**config.mk**
```make
export PLATFORM = sky130hd
export DESIGN_NAME = interrupt_request_register_8259a
export DESIGN_NICKNAME = d
export VERILOG_FILES = /design/src/rtl/interrupt_request_register_8259a.sv
export SDC_FILE = /design/constraint.sdc
export NUM_CORES = 1
export LEC_CHECK = 0
export CORE_MARGIN = 2
export CORE_UTILIZATION = 36
export CTS_CLUSTER_DIAMETER = 200
export CTS_CLUSTER_SIZE = 12
export DETAILED_ROUTE_END_ITERATION = 8
export GPL_TIMING_DRIVEN = 0
export PLACE_DENSITY = 0.84
export SETUP_SLACK_MARGIN = 0.3
export SYNTH_ARGS = -nofsm -noshare
export SYNTH_HDL_FRONTEND = slang
export SYNTH_SLANG_ARGS = --single-unit
```
**constraint.sdc**
```tcl
create_clock -name clock -period 0.9 [get_ports clock]
set_clock_uncertainty 0.2 [all_clocks]
set_input_delay 0.09 -clock clock [delete_from_list [all_inputs] [get_ports clock]]
set_output_delay 0.09 -clock clock [all_outputs]
set_load 0.05 [all_outputs]
```
**src/rtl/interrupt_request_register_8259a.sv**
```systemverilog
// Interrupt Request Register for an 8259A-compatible interrupt controller.
// This block samples IR7..IR0 into pending-request bits in level or edge mode.
// Each bit has an edge-arm latch. The latch is set whenever the pin is seen low,
// so a request in edge mode needs a real low-to-high transition on the pin.
module interrupt_request_register_8259a (
    input  logic       clock,
    input  logic       reset_n,
    input  logic       level_or_edge_triggered_config,
    input  logic       freeze,
    input  logic [7:0] clear_interrupt_request,
    input  logic [7:0] interrupt_request_pin,
    output logic [7:0] interrupt_request_register
);

    logic [7:0] r_edge_arm;
    logic [7:0] r_irr;
    logic [7:0] w_edge_request;
    logic [7:0] w_sample;
    logic [7:0] w_irr_next;

    // Arm latch: a clear disarms the bit; a low pin arms it; a high pin holds it.
    // The latch keeps updating during freeze and in level mode.
    always_ff @(posedge clock or negedge reset_n) begin
        if (!reset_n) begin
            r_edge_arm <= 8'h00;
        end else begin
            r_edge_arm <= ~clear_interrupt_request & (r_edge_arm | ~interrupt_request_pin);
        end
    end

    // Select the next register value: clear overrides freeze, and freeze overrides sampling.
    always_comb begin
        w_edge_request = r_edge_arm & interrupt_request_pin;
        w_sample       = level_or_edge_triggered_config ? interrupt_request_pin : w_edge_request;
        w_irr_next     = freeze ? r_irr : w_sample;
        w_irr_next     = w_irr_next & ~clear_interrupt_request;
    end

    // Pending-request register. It is read only from the flop, so no input reaches the output combinationally.
    always_ff @(posedge clock or negedge reset_n) begin
        if (!reset_n) begin
            r_irr <= 8'h00;
        end else begin
            r_irr <= w_irr_next;
        end
    end

    assign interrupt_request_register = r_irr;

endmodule

```
Word level (Yosys, flattened, before mapping)
Cells that the tools add are included.
Storage, ports and cells
  register bits after elaboration: 16
  latch bits: 0
  bits in writable memories: 0
  ROM bits: 0
  input bits: 20
  output and inout port bits: 8
  memories kept: 0
Operators by class
  add/subtract/negate cells: 0
  $mul: 0
  divide/modulo/power cells: 0
  order comparisons: 0
  eq/ne operators: 0
  shift-type cells: 0
  mux-type cells: 2
  bitwise logic cells: 6
  reduce and logical (&&, ||, !) cells: 0
Operators with widths (number)
  bitwise AND 8 bit: 3
  2-to-1 mux 8 bit: 2
  inverter 8 bit: 2
  OR 8 bit: 1

Depth between registers and ports, before layout
  depth in word-level cells: 4
  gate-level depth with buffers: 5
  gate-level depth less buffers: 3

Worst setup path before layout
Ideal clock, no wire load.
  path kind: reg2reg
  start: register r_irr[0] (netlist: interrupt_request_register[0])
  end: register r_irr[0] (netlist: interrupt_request_register[0])
  data arrival time: 871 ps
  slack: -242 ps
  stages on the path, launching flop included: 4
  buffers on the path: 0
  period minus slack after synthesis: 1142 ps
  cell sequence: dfrtp_1 > nand2_1 > o21a_1 > nor2_1
On the way
  word-level cells in the longest chain between the ends: 2
Ends and longest elaborated chain
  start: declaration: line 16  | logic [7:0] r_irr;
  start signal: assignment: line 44  | r_irr <= w_irr_next;
  2-to-1 mux 8 bit: line 35  | w_irr_next = freeze ? r_irr : w_sample;
  bitwise AND 8 bit: line 36  | w_irr_next = w_irr_next & ~clear_interrupt_request;
  via w_irr_next[0]: line 19  | logic [7:0] w_irr_next;
The timed path passes the listed nets, and every way through them passes these cells.

Final worst setup path
  start: register r_irr[7] (netlist: interrupt_request_register[7])
  end: output port interrupt_request_register[7]
RTL lines
  end: declaration: line 12  | output logic [7:0] interrupt_request_register
No word-level cell between the ends.

==> summary.txt <==
Run status
  • Outcome: finished with violations
  • Failing checks: negative hold slack, negative setup slack

Place
  • HPWL after detailed placement: 1060 um
  • Cells after DPL: 117
  • Routability cong.: 0.652
  • PortBufs: 26

Min path
  • Min-Delay Path Class: input pin to async pin

Floorplanning
  • I/O pin count: 28
  • Die W: 46.4 um
  • Die area: 0.00215 mm2
  • Row cnt: 15
  • Core Area: 0.00171 mm2
  • Die Y-Extent: 46.4 um
  • Starting Density: 0.379

Power and ir drop
  • Clock power share: 0.248
  • Switching fraction of total power: 0.274
  • Comb pwr share: 0.219
  • Sequential power share: 0.533
  • Static leakage: 0.442 nW
  • Worst VDD drop: 0.855 mV
  • Power Internal: 1.08 mW
  • Pwr dens: 1430 mW/mm2
  • Net switching power: 0.405 mW

Global route
  • Total global-route track usage: 0.159
  • Vias in the first global route: 604
  • Gr ovfl total: 0
  • Global-route wire length before repair: 2390 um
  • Antenna violations before repair: 0
  • Met1 Track Usage GR: 0.180
  • Largest net degree at the start of global routing: 17
  • Met2 global-route usage: 0.275
  • GR Util met3: 0.0392
  • Grt peak-use layer: met2

CTS
  • Clk_lat worst skew: 0.28 ns
  • Root buffer cell: clkbuf_4
  • CTS tree: yes
  • Maximum root-to-sink buffer count: 2
  • CTS Sinks: 16
  • CTS buffer count: 3
  • H-tree Lvls: 1
  • Clk slew on worst S/H paths: 0.09 ns

Synth
  • Area fraction of the dominant cell type after synthesis: 0.619
  • Top FF cell, synth: dfrtp_1
  • Syn_area_per_cell: 9.80 um2
  • Mapped Nets: 86
  • Main combinational cell family by area after synthesis: compound AO/OA/AOI/OAI gates
  • Post-synth EDFFs: 0
  • Mapped cell area: 647 um2
  • Yosys reg bits: 16
  • Area leader, netlist: dfrtp_1
  • Share of synthesized area spent on multiplexers: 0
  • Post-synthesis compound-gate area fraction: 0.217
  • Synth Warn #: 0
  • Adder-Cell Fraction of Synth Area: 0
  • Register area share after synthesis: 0.619
  • Synth cell types: 9
  • Count leader, synth: dfrtp_1
  • Top cells by area, synth: dfrtp_1 62%, o21a_1 9.3%, a21oi_1 6.2%
  • Instance count of the mapped netlist: 66
  • Post-synth ARST share: 1.00
  • Synth Area in Simple Gates: 0.0928
  • XOR/XNOR Fraction of Synth Area: 0

Setup path
  • Startpoint Class: flip-flop
  • CP cell instances: buf_6
  • Worst Path Required: 0.61 ns
  • Worst Path Buf+Inv: 1
  • WP data arrival: 0.86 ns
  • Setup slack, reg-to-reg: -0.15 ns
  • Crit Path Class: flip-flop to output pin
  • Critical Path Fanout Max: 2
  • Crit end category: output pin
  • Top Family by Delay on Critical Path: flip-flops
  • Slowest stage cell, crit path: dfrtp_2
  • Delay of the slowest cell on the worst path: 0.42 ns

Detailed routing
  • WL final: 1480 um
  • WL/cell: 12.1 um
  • # DRC: 0
  • Vias per cell: 4.78
  • Final antenna-violating net count: 0
  • Via Count: 583
  • 1st-pass router iterations: 4
  • Initial drt markers: 4

Finish
  • Synth-to-Final Area Change: 60.2%
  • Filler cell count: 143
  • Layout cells sized above 1: 0.371
  • Final nets: 119
  • Layout Cells excl Fill: 122
  • ANT cells: 0

STA
  • Final Cycle Share: 1.28
  • Hold Slack: -0.392 ns
  • Final critical-path required period: 1.15 ns
  • Worst-margin pin slew: 0.397 ns
  • Slew Limit Fails: 0
  • RSZ-0062 raised after global routing: true
  • Setup ws final: -0.250 ns
  • Final Hold Vio Count: 16
  • Max_slew headroom: 0.735
  • Peak Freq: 869 MHz
  • Setup TNS: -2.57 ns
  • Final setup viols: 16

Job
  • Max Cap Viol: 0
==> cell type report <==
class,instances,area (um2),share of cell area
flip-flops and latches,16,410,0.396
repair buffers,28,293,0.283
multi-input cells,40,233,0.225
well taps,25,31.3,0.0302
inverters,8,30.0,0.0290
clock buffers,3,22.5,0.0217
plain buffers,2,16.3,0.0157
==> placed cells by master, fill, tap and decap left out <==
cell type | netlist | routed
inv_1 | 8 | 5
o21ai_1 | 0 | 5
a21oi_1 | 8 | 2
clkbuf_2 | 1 | 1
a21oi_2 | 0 | 6
o21ai_0 | 8 | 1
dfrtp_1 | 16 | 8
clkdlybuf4s50_1 | 0 | 16
nand2_1 | 8 | 7
clkbuf_4 | 0 | 3
o21a_1 | 8 | 8
nor2_1 | 8 | 8
o21ai_2 | 0 | 2
inv_2 | 0 | 3
buf_6 | 1 | 11
dfrtp_2 | 0 | 8
nand2_2 | 0 | 1
clkdlybuf4s15_2 | 0 | 1
dlygate4sd2_1 | 0 | 1
==> sequential cells by signal, summed over array words and instances, names as in the netlist <==
name,count
r_edge_arm,8
interrupt_request_register,8
==> power by group through the flow <==
| stage | sequential (mW) | combinational (mW) | clock, mW |
|---|---|---|---|
| floorplan | 0.854 | 0.0740 | 0 |
| global placement | 0.794 | 0.282 | 0 |
| detailed placement | 0.797 | 0.289 | 0 |
| CTS | 0.788 | 0.309 | 0.369 |
| global route | 0.795 | 0.350 | 0.386 |
| finish | 0.790 | 0.324 | 0.367 |
==> logic make-up (layout without fill, tap and decap cells) <==
group | after synthesis | in the layout
compound gates | 24 | 24
buf+inv | 10 | 41
flops | 16 | 16
simple gates | 16 | 16
==> layer usage <==
metal	routed length, um	vias up
met5	0	-
met3	96	0
met1	596	287
li1	-	279
met2	787	17
met4	0	0
==> metrics by stage <==
stage          total power, mW   util  worst slack, ns  instance area, um2  hold slack, ns
2_1_floorplan            0.928      -           -0.130                 657          -0.406
3_3_place_gp              1.08  0.555           -0.529                 948           0.296
3_5_place_dp              1.09  0.555           -0.538                 948           0.303
4_1_cts                   1.47  0.589           -0.249                1010          -0.375
5_1_grt                   1.53  0.607           -0.274                1040          -0.362
6_report                  1.48  0.607           -0.250                1040          -0.392
==> timing repair <==
action,in CTS,in global routing
buffers inserted,2,0
hold endpoints to repair,16,16
gates resized for setup,71,10
pin swaps,8,2
setup endpoints to repair,40,24
==> worst paths after layout <==
check | from | end | cells after the start
max | interrupt_request_register[7] | interrupt_request_register[7] | 1
min | reset_n | r_edge_arm[6] | 1
max reg2reg | r_edge_arm[7] | interrupt_request_register[7] | 3
min reg2reg | r_edge_arm[0] | r_edge_arm[0] | 2
max in group asynchronous | reset_n | interrupt_request_register[4] | 1
min in group clock | freeze | interrupt_request_register[0] | 4
Note: power is estimated with default switching activity, not from simulation.
